`src/rtl/gshare_predictor_p.sv`:
```
// Gshare branch predictor: global history XOR-folded into the PC indexes a table of saturating counters.
// Optional GSHARE_STATS_EN adds free-running prediction and mispredict counters.
module gshare_predictor_p #(
    parameter int HIST_W   = 7,
    parameter int PC_W     = 7,
    parameter int CTR_W    = 2,
    parameter int INIT_CTR = 2**(CTR_W-1)-1
) (
    input  logic              clk,
    input  logic              areset,
    input  logic              predict_valid,
    input  logic [PC_W-1:0]   predict_pc,
    output logic              predict_taken,
    output logic [HIST_W-1:0] predict_history,
    input  logic              train_valid,
    input  logic              train_taken,
    input  logic              train_mispredicted,
    input  logic [HIST_W-1:0] train_history,
`ifdef GSHARE_STATS_EN
    output logic [31:0]       stat_predicts,
    output logic [31:0]       stat_mispredicts,
`endif
    input  logic [PC_W-1:0]   train_pc
);

    localparam int DEPTH  = 2**PC_W;
    localparam int NSLICE = (HIST_W + PC_W - 1) / PC_W;
    localparam logic [CTR_W-1:0] CTR_INIT = CTR_W'(INIT_CTR);
    localparam logic [CTR_W-1:0] CTR_MAX  = '1;

    logic [CTR_W-1:0]  pht [DEPTH];
    logic [HIST_W-1:0] hist_r;
    logic [PC_W-1:0]   predict_idx;
    logic [PC_W-1:0]   train_idx;
    logic [CTR_W-1:0]  train_ctr;
    logic [CTR_W-1:0]  train_ctr_next;

    // The top slice is zero-extended before being XORed in.
    function automatic logic [PC_W-1:0] fold(input logic [HIST_W-1:0] h);
        logic [NSLICE*PC_W-1:0] ext;
        logic [PC_W-1:0]        acc;
        ext = '0;
        ext[HIST_W-1:0] = h;
        acc = '0;
        for (int i = 0; i < NSLICE; i++) begin
            acc = acc ^ ext[i*PC_W +: PC_W];
        end
        return acc;
    endfunction

    assign predict_idx     = predict_pc ^ fold(hist_r);
    assign train_idx       = train_pc ^ fold(train_history);
    assign predict_taken   = predict_valid & pht[predict_idx][CTR_W-1];
    assign predict_history = predict_valid ? hist_r : '0;

    always_comb begin
        train_ctr      = pht[train_idx];
        train_ctr_next = train_ctr;
        if (train_taken && train_ctr != CTR_MAX) begin
            train_ctr_next = train_ctr + 1'b1;
        end else if (!train_taken && train_ctr != '0) begin
            train_ctr_next = train_ctr - 1'b1;
        end
    end

    always_ff @(posedge clk or posedge areset) begin
        if (areset) begin
            for (int i = 0; i < DEPTH; i++) begin
                pht[i] <= CTR_INIT;
            end
        end else if (train_valid) begin
            pht[train_idx] <= train_ctr_next;
        end
    end

    // Mispredict recovery takes priority over the speculative shift.
    always_ff @(posedge clk or posedge areset) begin
        if (areset) begin
            hist_r <= '0;
        end else if (train_valid && train_mispredicted) begin
            hist_r <= {train_history[HIST_W-2:0], train_taken};
        end else if (predict_valid) begin
            hist_r <= {hist_r[HIST_W-2:0], predict_taken};
        end
    end

`ifdef GSHARE_STATS_EN
    always_ff @(posedge clk or posedge areset) begin
        if (areset) begin
            stat_predicts    <= '0;
            stat_mispredicts <= '0;
        end else begin
            if (predict_valid) begin
                stat_predicts <= stat_predicts + 32'd1;
            end
            if (train_valid && train_mispredicted) begin
                stat_mispredicts <= stat_mispredicts + 32'd1;
            end
        end
    end
`endif

endmodule

```
`config.mk`:
```
export PLATFORM = sky130hd
export DESIGN_NAME = gshare_predictor_p
export DESIGN_NICKNAME = d
export VERILOG_FILES = /design/src/rtl/gshare_predictor_p.sv
export SDC_FILE = /design/constraint.sdc
export NUM_CORES = 1
export LEC_CHECK = 0
export ABC_AREA = 1
export BUFFER_PORTS_ARGS = -buffer_cell sky130_fd_sc_hd__buf_2
export CAP_MARGIN = 20
export CORE_MARGIN = 5
export CORE_UTILIZATION = 60
export CTS_CLUSTER_SIZE = 20
export DETAILED_ROUTE_END_ITERATION = 6
export HOLD_SLACK_MARGIN = 0.06
export PLACE_DENSITY_LB_ADDON = 0.05
export SLEW_MARGIN = 0
export SYNTH_ARGS = -nofsm -noshare
export SYNTH_HDL_FRONTEND = slang
export SYNTH_SLANG_ARGS = --single-unit
```
`constraint.sdc`:
```
create_clock -name clk -period 23.7 [get_ports clk]
set_input_delay 7.11 -clock clk [delete_from_list [all_inputs] [get_ports clk]]
set_output_delay 7.11 -clock clk [all_outputs]
set_load 0.01 [all_outputs]
```
==> results of run 1 <==
==> stage by stage <==
stage | instances | worst slack (ns) | total power, mW | instance area, sq um
after CTS | 2850 | 6.93 | 1.55 | 17400
after global routing | 2855 | 6.97 | 1.65 | 17600
after floorplan | 2535 | 7.98 | 0.970 | 16400
after detailed placement | 2794 | 6.98 | 1.09 | 16500
after global placement | 2794 | 7.03 | 1.09 | 16500
final | 2855 | 7.09 | 1.58 | 17600
==> worst min-delay path, delay by kind of cell, from the launching register on <==
family,cells,cell delay [ns]
and+or+nand+nor,2,0.09
DFF,1,0.37
==> cells in the final DEF (no fill, tap or decap), types with 8 or more instances in the layout <==
cell type / n
buf_2: 34
inv_1: 270
dfstp_2: 128
clkbuf_1: 14
clkbuf_16: 31
xnor2_1: 8
o21ai_1: 57
nor3_1: 51
o21ai_0: 20
buf_4: 13
nand2_1: 1036
dfrtp_1: 135
nor2_1: 238
nand3_1: 391
o211ai_1: 33
nand2_2: 9
==> flip-flops by register name (all words and copies together) (netlist names) <==
| name | count |
|---|---|
| pht | 256 |
| hist_r | 7 |
==> layout make-up <==
class / instances / area [sq um] / area share, %
repair buffers: 53 / 418 / 2.38
clock inverters: 7 / 65.1 / 0.371
multi-input cells: 1864 / 7970 / 45.4
flip-flops and latches: 263 / 6740 / 38.4
inverters: 278 / 1050 / 5.99
well taps: 341 / 427 / 2.43
clock buffers: 49 / 883 / 5.03
==> kinds of logic after synthesis <==
| family | after synthesis | synth area share [%] |
|---|---|---|
| AND/OR/NAND/NOR | 1739 | 43.4 |
| buffers and inverters | 408 | 11.0 |
| flip-flops | 263 | 41.0 |
| AO/OA/AOI/OAI | 113 | 3.95 |
| XOR/XNOR | 10 | 0.533 |
| adder cells (fa/ha/maj) | 2 | 0.152 |
==> layer usage <==
metal,GRT usage [%],wire [um],up-vias
li1,-,-,7790
met1,46.5,21500,7945
met2,56.8,25000,1059
met3,6.26,5920,198
met4,14.7,2470,0
met5,0,0,-
==> power by group through the flow <==
stage / combinational (mW) / sequential, mW / clock [mW]
finish: 0.459 / 0.658 / 0.458
global route: 0.507 / 0.666 / 0.480
CTS: 0.437 / 0.654 / 0.460
detailed placement: 0.435 / 0.659 / 0
global placement: 0.426 / 0.660 / 0
floorplan: 0.339 / 0.631 / 0
==> worst min path at each step <==
stage                               startpoint                    to  slack (ns)  cells after the start
after CTS                 pht[246]$_DFFE_PP1P_  pht[246]$_DFFE_PP1P_        0.47                      2
after detailed placement  pht[254]$_DFFE_PP1P_  pht[254]$_DFFE_PP1P_        0.45                      2
after global placement    pht[246]$_DFFE_PP1P_  pht[246]$_DFFE_PP1P_        0.45                      2
final                     pht[254]$_DFFE_PP1P_  pht[254]$_DFFE_PP1P_        0.46                      2
after global routing       pht[10]$_DFFE_PP1P_   pht[10]$_DFFE_PP1P_        0.47                      2
after floorplan           pht[214]$_DFFE_PP1P_  pht[214]$_DFFE_PP1P_        0.44                      2
==> flow_summary.json, run 1 <==
{
  "syn_nets": 2564,
  "start_kind": "primary input",
  "grtUsageTotal_pct": 35.0,
  "r2r-end": "pht[142]$_DFFE_PP1P_",
  "path_buf_inv": 5,
  "fmax_mhz": 60.2,
  "finClkSkew_ns": 0.0187,
  "p_sw_share_pct": 37.7,
  "worstMarginPinSlew_ns": 1.18,
  "ys_types": 26,
  "fin_crit_ns": 16.61,
  "cellInternalPower_uw": 981,
  "worstReg2RegStart": "pht[160]$_DFFE_PP1P_",
  "synthArstFlopShare_pct": 100,
  "worstPathCellList": "buf_2 -> xnor2_2 -> buf_4 -> inv_1 -> buf_16 -> o211ai_1 -> nand3_1 -> nand3_1 -> nand3_1 -> nand3_1 -> nand3_1 -> a21oi_1 -> buf_2",
  "cts_resized": 0,
  "htreeDepth": 1,
  "die_w_um": 176,
  "antenna_found_initial": 0,
  "end_kind": "output port",
  "reg2reg_slack_ns": 19.77,
  "finalCritPeriodShare_pct": 70.1,
  "finalSetupTns_ns": 0,
  "place.gp.congestion": 0.930,
  "viasPerCell": 5.95,
  "critPathSlowestCell": "buf_4",
  "drc": 0,
  "powerDensity_nw_per_um2": 89.7,
  "final_antenna_net_count": 0,
  "wl_per_cell_um": 19.2,
  "first_global_vias": 16166,
  "fin_hold_ws_ns": 0.462,
  "yosys_warnings": 0,
  "crit_type": "in -> out",
  "num_vias": 16992,
  "fillers": 2462,
  "initial_core_util_pct": 61.0,
  "dp_hpwl_um": 32000,
  "insertedDiodeCount": 0,
  "max-vdd-ir-drop_uv": 104,
  "required_ns": 16.59,
  "path_common_cell": "nand3_1",
  "wl_um": 54800,
  "nNetsFinal": 2519,
  "sequentialPowerShare_pct": 41.8,
  "synth_top_area_share_pct": 23.8,
  "yosysMostFrequentCell": "nand2_1",
  "rows": 60,
  "synth.avg_cell_area_sq_um": 6.48,
  "die_y_um": 176,
  "max-slew-margin-rel_pct": 21.2,
  "p_leak_nw": 8.65,
  "synth_edf_count": 0,
  "drt_iter0_drc": 2455,
  "cts.sinks": 263,
  "dieArea_sq_um": 30800,
  "grt_pass1_wl_um": 86900,
  "ys_seq_area_share_pct": 41.0,
  "cts_tree": "yes",
  "critPathMaxFanout": 33,
  "synth_area_sq_um": 16400,
  "core_area_sq_um": 27000,
  "overflow": 0,
  "synth_area_leaders": "nand2_1, dfrtp_1, dfstp_2",
  "hold_violations": 0,
  "clk_latency_ns": 0.57,
  "drive_gt1_share_pct": 9.98,
  "ios": 35,
  "rr_worst_depth": 21,
  "ys.flop_type": "dfrtp_1",
  "pwr-share-clk_pct": 29.1,
  "dr.pass1.iters": 7,
  "status": "complete, no violations",
  "crit_path_end": "predict_taken",
  "post-cts-setup-buffers": 0,
  "p_switching_uw": 595,
  "path_clk_slew_ns": 0.06,
  "startpoint": "predict_pc[1]",
  "ctsHoldBuffers": 0,
  "hp-class": "reg -> reg",
  "cts_buffers": 30,
  "yosysTopAreaCell": "nand2_1",
  "root_buffer": "clkbuf_16",
  "post-route-util_pct": 65.1,
  "maxCapViolations": 0,
  "area_growth_syn_to_layout_pct": 6.78,
  "final_max_slew_viol_count": 0,
  "crit_family": "buffers and inverters",
  "yosys-top-cells-count": "nand2_1, nand3_1, inv_1",
  "slowest_delay_ns": 0.37,
  "syn_inst": 2535,
  "grt_max_degree": 163,
  "crit_arrival_ns": 9.50,
  "grt_setup_unrepaired": "false",
  "setup_violations": 0,
  "pwr-share-comb_pct": 29.1,
  "io_buffers": 34,
  "cp_num_cells": 13,
  "cts_max_path_buffers": 3,
  "synth_seq_cells": 263
}
No activity file was read; power rests on OpenSTA's default activity.
==> run 2, diff against run 1 <==
--- a/config.mk
+++ b/config.mk
@@ -5,7 +5,7 @@
 export SDC_FILE = /design/constraint.sdc
 export NUM_CORES = 1
 export LEC_CHECK = 0
-export ABC_AREA = 1
+export ABC_AREA = 0
 export BUFFER_PORTS_ARGS = -buffer_cell sky130_fd_sc_hd__buf_2
 export CAP_MARGIN = 20
 export CORE_MARGIN = 5
==> constraint.sdc (replaced) <==
create_clock -name clk -period 16.9 [get_ports clk]
set_input_delay 5.07 -clock clk [delete_from_list [all_inputs] [get_ports clk]]
set_output_delay 5.07 -clock clk [all_outputs]
set_load 0.01 [all_outputs]
==> run 2 against run 1 <==
Setup slack worse by 3.0 ns. Wire length down 20%. Global-route usage down 0.81 points. Total power up 40%. Clock power up 43%. Critical path type unchanged. Register-to-register slack worse by 7.6 ns. Cell area down 15%. Flip-flop and latch count unchanged. Clock-buffer cell count down 11. Sequential power up 48%.
==> flow_summary.json, run 2 <==
{
  "synth.avg_cell_area_sq_um": 9.21,
  "p_leak_nw": 5.83,
  "insertedDiodeCount": 0,
  "path_common_cell": "buf_2",
  "final_max_slew_viol_count": 0,
  "dp_hpwl_um": 29100,
  "first_global_vias": 11189,
  "root_buffer": "clkbuf_16",
  "ios": 35,
  "yosysMostFrequentCell": "nand2_1",
  "nNetsFinal": 1511,
  "hp-class": "reg -> reg",
  "fmax_mhz": 78.4,
  "grt_pass1_wl_um": 68300,
  "final_cell_mix": "nand2_1, o21ai_1, dfrtp_1",
  "powerDensity_nw_per_um2": 147,
  "synth_area_sq_um": 13600,
  "status": "complete, no violations",
  "sequentialPowerShare_pct": 44.0,
  "drive_gt1_share_pct": 20.9,
  "start_kind": "primary input",
  "yosysTopAreaCell": "dfrtp_1",
  "finClkSkew_ns": 0.0197,
  "dpl.cell_count": 1736,
  "layout_commonest_cell": "nand2_1",
  "maxCapViolations": 0,
  "worstMarginPinSlew_ns": 1.22,
  "crit_arrival_ns": 7.69,
  "finalCritPeriodShare_pct": 75.5,
  "place.gp.congestion": 0.980,
  "placed_area_sq_um": 14000,
  "synthArstFlopShare_pct": 100,
  "syn_inst": 1475,
  "rows": 55,
  "critPathMaxFanout": 35,
  "drt_iter0_drc": 1331,
  "slowest_delay_ns": 0.58,
  "path_buf_inv": 3,
  "p_sw_share_pct": 35.2,
  "grt_max_degree": 149,
  "path_clk_slew_ns": 0.06,
  "die_y_um": 160,
  "syn_nets": 1504,
  "max-vdd-ir-drop_uv": 143,
  "drc": 0,
  "synth_top_area_share_pct": 24.9,
  "worstPathCellList": "buf_2 -> xnor2_2 -> buf_4 -> mux4_2 -> mux2_2 -> nand2_1 -> o21ai_0 -> a31oi_1 -> a21oi_1 -> a31o_2 -> buf_2",
  "ctsHoldBuffers": 0,
  "num_vias": 11767,
  "fin_ws_ns": 4.14,
  "htreeDepth": 1,
  "pwr-share-clk_pct": 29.7,
  "end_kind": "output port",
  "hp-start": "pht[150]$_DFFE_PP1P_",
  "synth_seq_cells": 263,
  "pwr-share-comb_pct": 26.3,
  "final_antenna_net_count": 0,
  "ys_seq_area_share_pct": 49.6,
  "ys_types": 56,
  "finalSetupTns_ns": 0,
  "wl_um": 44100,
  "clk_latency_ns": 0.55,
  "dr.pass1.iters": 5,
  "synth_area_leaders": "dfrtp_1, dfstp_2, nand2_1",
  "cts_resized": 0,
  "crit_family": "multiplexers",
  "fillers": 1808,
  "cts.sinks": 263,
  "cts_buffers": 28,
  "total_power_mw": 2.21,
  "core_area_sq_um": 22400,
  "yosys-top-cells-count": "nand2_1, o21ai_1, dfrtp_1",
  "final_cells": 1788,
  "max-slew-margin-rel_pct": 18.8,
  "grtUsageTotal_pct": 34.2,
  "cts_tree": "yes",
  "required_ns": 11.83,
  "largest_reg_flops": 256,
  "cts_max_path_buffers": 3,
  "overflow": 0,
  "dieArea_sq_um": 25700,
  "wl_per_cell_um": 24.6,
  "reg.largest.list": "pht: 256 flops, hist_r: 7 flops",
  "area_growth_syn_to_layout_pct": 10.3,
  "post-route-util_pct": 66.8,
  "ys.flop_type": "dfrtp_1",
  "antenna_found_initial": 0,
  "fin_crit_ns": 12.76,
  "cellInternalPower_mw": 1.43,
  "crit_type": "in -> out",
  "synth_edf_count": 0,
  "initial_core_util_pct": 60.5,
  "grt_setup_unrepaired": "false",
  "largest_register": "pht",
  "hold_violations": 0,
  "startpoint": "predict_pc[0]",
  "fin_hold_ws_ns": 0.460,
  "post-cts-setup-buffers": 0,
  "dp_slack_ns": 4.16,
  "yosys_warnings": 0,
  "viasPerCell": 6.58,
  "final_area_sq_um": 15000,
  "setup_violations": 0,
  "io_buffers": 34,
  "critPathSlowestCell": "mux4_2",
  "die_w_um": 160,
  "p_switching_uw": 776,
  "worstReg2RegStart": "pht[196]$_DFFE_PP1P_"
}
-- run 2: tightest hold or removal path, cell delays in order (launching register included) --
cell	delay, ns
dfstp_2	0.37
nand2_1	0.04
o21ai_1	0.05
-- run 2: metal layers --
metal / GRT usage (%) / share of wire [%] / vias to the layer above
met1: 49.1 / 40 / 5636
li1: - / - / 5261
met4: 15.3 / 5.6 / 0
met3: 7.70 / 11 / 162
met5: 0 / 0 / -
met2: 50.0 / 43 / 708
-- run 2: path summary, 6_finish.rpt --
path / slack (ns) / end / cells past startpoint
max in group asynchronous: 10.02 / pht[223]$_DFFE_PP0P_ / 4
hold reg to reg: 0.46 / pht[150]$_DFFE_PP1P_ / 2
min in group asynchronous: 4.78 / pht[71]$_DFFE_PP0P_ / 2
setup / recovery: 4.14 / predict_taken / 11
hold / removal: 0.46 / pht[150]$_DFFE_PP1P_ / 2
setup reg to reg: 12.15 / pht[134]$_DFFE_PP1P_ / 13
-- run 2: area by class of cell --
cell class                 count  area, sq um  share of cell area, %
tap                          285          357                   2.38
inverter                       5         26.3                  0.175
clock inverter                13          173                   1.15
timing repair buffer          58          370                   2.47
clock buffer                  38          810                   5.40
multi-input combinational   1126         6500                   43.4
sequential                   263         6740                   45.0
-- run 2: cell families (layout without fill, tap and decap cells) --
family	after synthesis	count (layout)	share of synthesized area (%)
and+or+nand+nor	585	585	17.3
AOI/OAI and AO/OA	436	436	18.3
DFF	263	263	49.6
buffers and inverters	86	114	3.34
muxes	79	79	9.54
xor gates and xnor gates	24	24	1.71
adders and majority gates	2	2	0.184
-- run 2: power by group through the flow --
stage | logic, mW | registers [mW] | clock network (mW)
floorplan | 0.448 | 0.907 | 0
global placement | 0.551 | 0.970 | 0
detailed placement | 0.565 | 0.972 | 0
CTS | 0.567 | 0.963 | 0.656
global route | 0.634 | 0.982 | 0.688
finish | 0.580 | 0.972 | 0.656
==> run 3, diff against run 2 <==
--- a/config.mk
+++ b/config.mk
@@ -9,7 +9,7 @@
 export BUFFER_PORTS_ARGS = -buffer_cell sky130_fd_sc_hd__buf_2
 export CAP_MARGIN = 20
 export CORE_MARGIN = 5
-export CORE_UTILIZATION = 60
+export CORE_UTILIZATION = 57
 export CTS_CLUSTER_SIZE = 20
 export DETAILED_ROUTE_END_ITERATION = 6
 export HOLD_SLACK_MARGIN = 0.06
==> constraint.sdc (replaced) <==
create_clock -name clk -period 11.3 [get_ports clk]
set_input_delay 3.39 -clock clk [delete_from_list [all_inputs] [get_ports clk]]
set_output_delay 3.39 -clock clk [all_outputs]
set_load 0.01 [all_outputs]
==> run 3 against run 2 <==
Clock power is 48% higher. Die area grew 4.9%. Final cell count up 1.9%. Wire length rose by 0.55%. Via count is 0.42% higher. First-iteration DRC count is 11% higher. Setup slack got worse by 2.3 ns. Largest power group unchanged.
==> flow_summary.json, run 3 (synthesized netlist as in run 2, its figures left out) <==
{
  "dp_hpwl_um": 28800,
  "fin_ws_ns": 1.84,
  "p_leak_nw": 5.83,
  "htreeDepth": 1,
  "initial_core_util_pct": 57.9,
  "insertedDiodeCount": 0,
  "ios": 35,
  "pwr-share-clk_pct": 29.6,
  "grt_max_degree": 135,
  "largest_register": "pht",
  "fmax_mhz": 106,
  "die_y_um": 164,
  "cts_tree": "yes",
  "pwr-share-comb_pct": 26.4,
  "overflow": 0,
  "cellInternalPower_mw": 2.13,
  "core_area_sq_um": 23500,
  "grt_setup_unrepaired": "false",
  "final_antenna_net_count": 0,
  "ctsHoldBuffers": 0,
  "crit_arrival_ns": 6.07,
  "dieArea_sq_um": 27000,
  "grt_pass1_wl_um": 68900,
  "rows": 56,
  "status": "complete, no violations",
  "max-vdd-ir-drop_uv": 147,
  "root_buffer": "clkbuf_16",
  "finalSetupTns_ns": 0,
  "drive_gt1_share_pct": 20.6,
  "p_switching_mw": 1.15,
  "num_vias": 11817,
  "end_kind": "output port",
  "start_kind": "primary input",
  "die_w_um": 164,
  "required_ns": 7.91,
  "powerDensity_nw_per_um2": 219,
  "path_clk_slew_ns": 0.06,
  "largest_reg_flops": 256,
  "cts.sinks": 263,
  "sequentialPowerShare_pct": 44.0,
  "fin_crit_ns": 9.46,
  "drt_iter0_drc": 1473,
  "final_cell_mix": "nand2_1, o21ai_1, dfrtp_1",
  "cts_resized": 0,
  "antenna_found_initial": 0,
  "post-cts-setup-buffers": 0,
  "clk_latency_ns": 0.55,
  "p_sw_share_pct": 35.0,
  "wl_per_cell_um": 24.3,
  "finalCritPeriodShare_pct": 83.7,
  "setup_violations": 0,
  "fillers": 1994,
  "grtUsageTotal_pct": 33.5,
  "max-slew-margin-rel_pct": 19.7,
  "dp_slack_ns": 1.87,
  "crit_type": "in -> out",
  "drc": 0,
  "place.gp.congestion": 0.980,
  "total_power_mw": 3.28,
  "final_max_slew_viol_count": 0,
  "area_growth_syn_to_layout_pct": 10.5,
  "reg.largest.list": "pht: 256 flops, hist_r: 7 flops",
  "cts_max_path_buffers": 3,
  "viasPerCell": 6.49,
  "fin_hold_ws_ns": 0.461,
  "worstMarginPinSlew_ns": 1.20,
  "maxCapViolations": 0,
  "finClkSkew_ns": 0.00797,
  "post-route-util_pct": 63.9,
  "io_buffers": 34,
  "layout_commonest_cell": "nand2_1",
  "wl_um": 44300,
  "cts_buffers": 28,
  "first_global_vias": 11429,
  "hp-class": "reg -> reg",
  "critPathMaxFanout": 35,
  "nNetsFinal": 1510,
  "hold_violations": 0,
  "dr.pass1.iters": 5
}
run 3: cell count changes in the layout (fill, tap and decap cells not counted), sizes merged:
cell / previous run / this run
buf: 58 / 57
bufinv: 4 / 3
clkbuf: 38 / 45
clkinv: 6 / 3
clkinvlp: 3 / 1
run 3: critical path, cell delays in order:
cell and delay (ns):
buf_2 0.12, xnor2_2 0.11, buf_4 0.56, mux4_2 0.58, nor2b_1 0.14, a211oi_1 0.25
a2111oi_0 0.09, a31oi_1 0.23, a21oi_1 0.15, a31o_2 0.27, buf_2 0.14
run 3: through the flow:
step,instances,cell area [sq um]
2_1_floorplan,1475,13600
3_3_place_gp,1769,14000
3_5_place_dp,1770,14000
4_1_cts,1822,15000
5_1_grt,1822,15000
6_report,1822,15000
run 3: final timing paths:
path | endpoint | slack, ns | depth (start not counted) | startpoint
worst max-delay path | predict_taken | 1.84 | 11 | predict_pc[0]
worst min-delay path | pht[52]$_DFFE_PP1P_ | 0.46 | 2 | pht[52]$_DFFE_PP1P_
worst max register to register | pht[182]$_DFFE_PP1P_ | 7.37 | 12 | pht[204]$_DFFE_PP1P_
worst min register to register | pht[52]$_DFFE_PP1P_ | 0.46 | 2 | pht[52]$_DFFE_PP1P_
max in group asynchronous | pht[213]$_DFFE_PP0P_ | 7.12 | 3 | areset
min in group asynchronous | pht[83]$_DFFE_PP0P_ | 2.99 | 2 | areset
run 3: final cells by class:
cell class | instances | area [sq um] | share of cell area (%)
inverter | 5 | 26.3 | 0.175
clock inverter | 7 | 113 | 0.751
multi-input combinational | 1126 | 6500 | 43.3
sequential | 263 | 6740 | 44.9
tap | 319 | 399 | 2.66
timing repair buffer | 57 | 353 | 2.35
clock buffer | 45 | 866 | 5.77
run 3: metal layers:
metal	track usage, %	part of all wire [%]
met5	0	0
met3	6.55	11
met1	46.8	40
met2	51.2	44
met4	14.9	5.6
run 3: power groups by stage:
| stage | logic [mW] | clock network, mW | registers [mW] |
|---|---|---|---|
| 2_1_floorplan | 0.669 | 0 | 1.36 |
| 3_3_place_gp | 0.831 | 0 | 1.44 |
| 3_5_place_dp | 0.852 | 0 | 1.45 |
| 4_1_cts | 0.855 | 0.977 | 1.43 |
| 5_1_grt | 0.949 | 1.02 | 1.46 |
| 6_report | 0.866 | 0.972 | 1.44 |
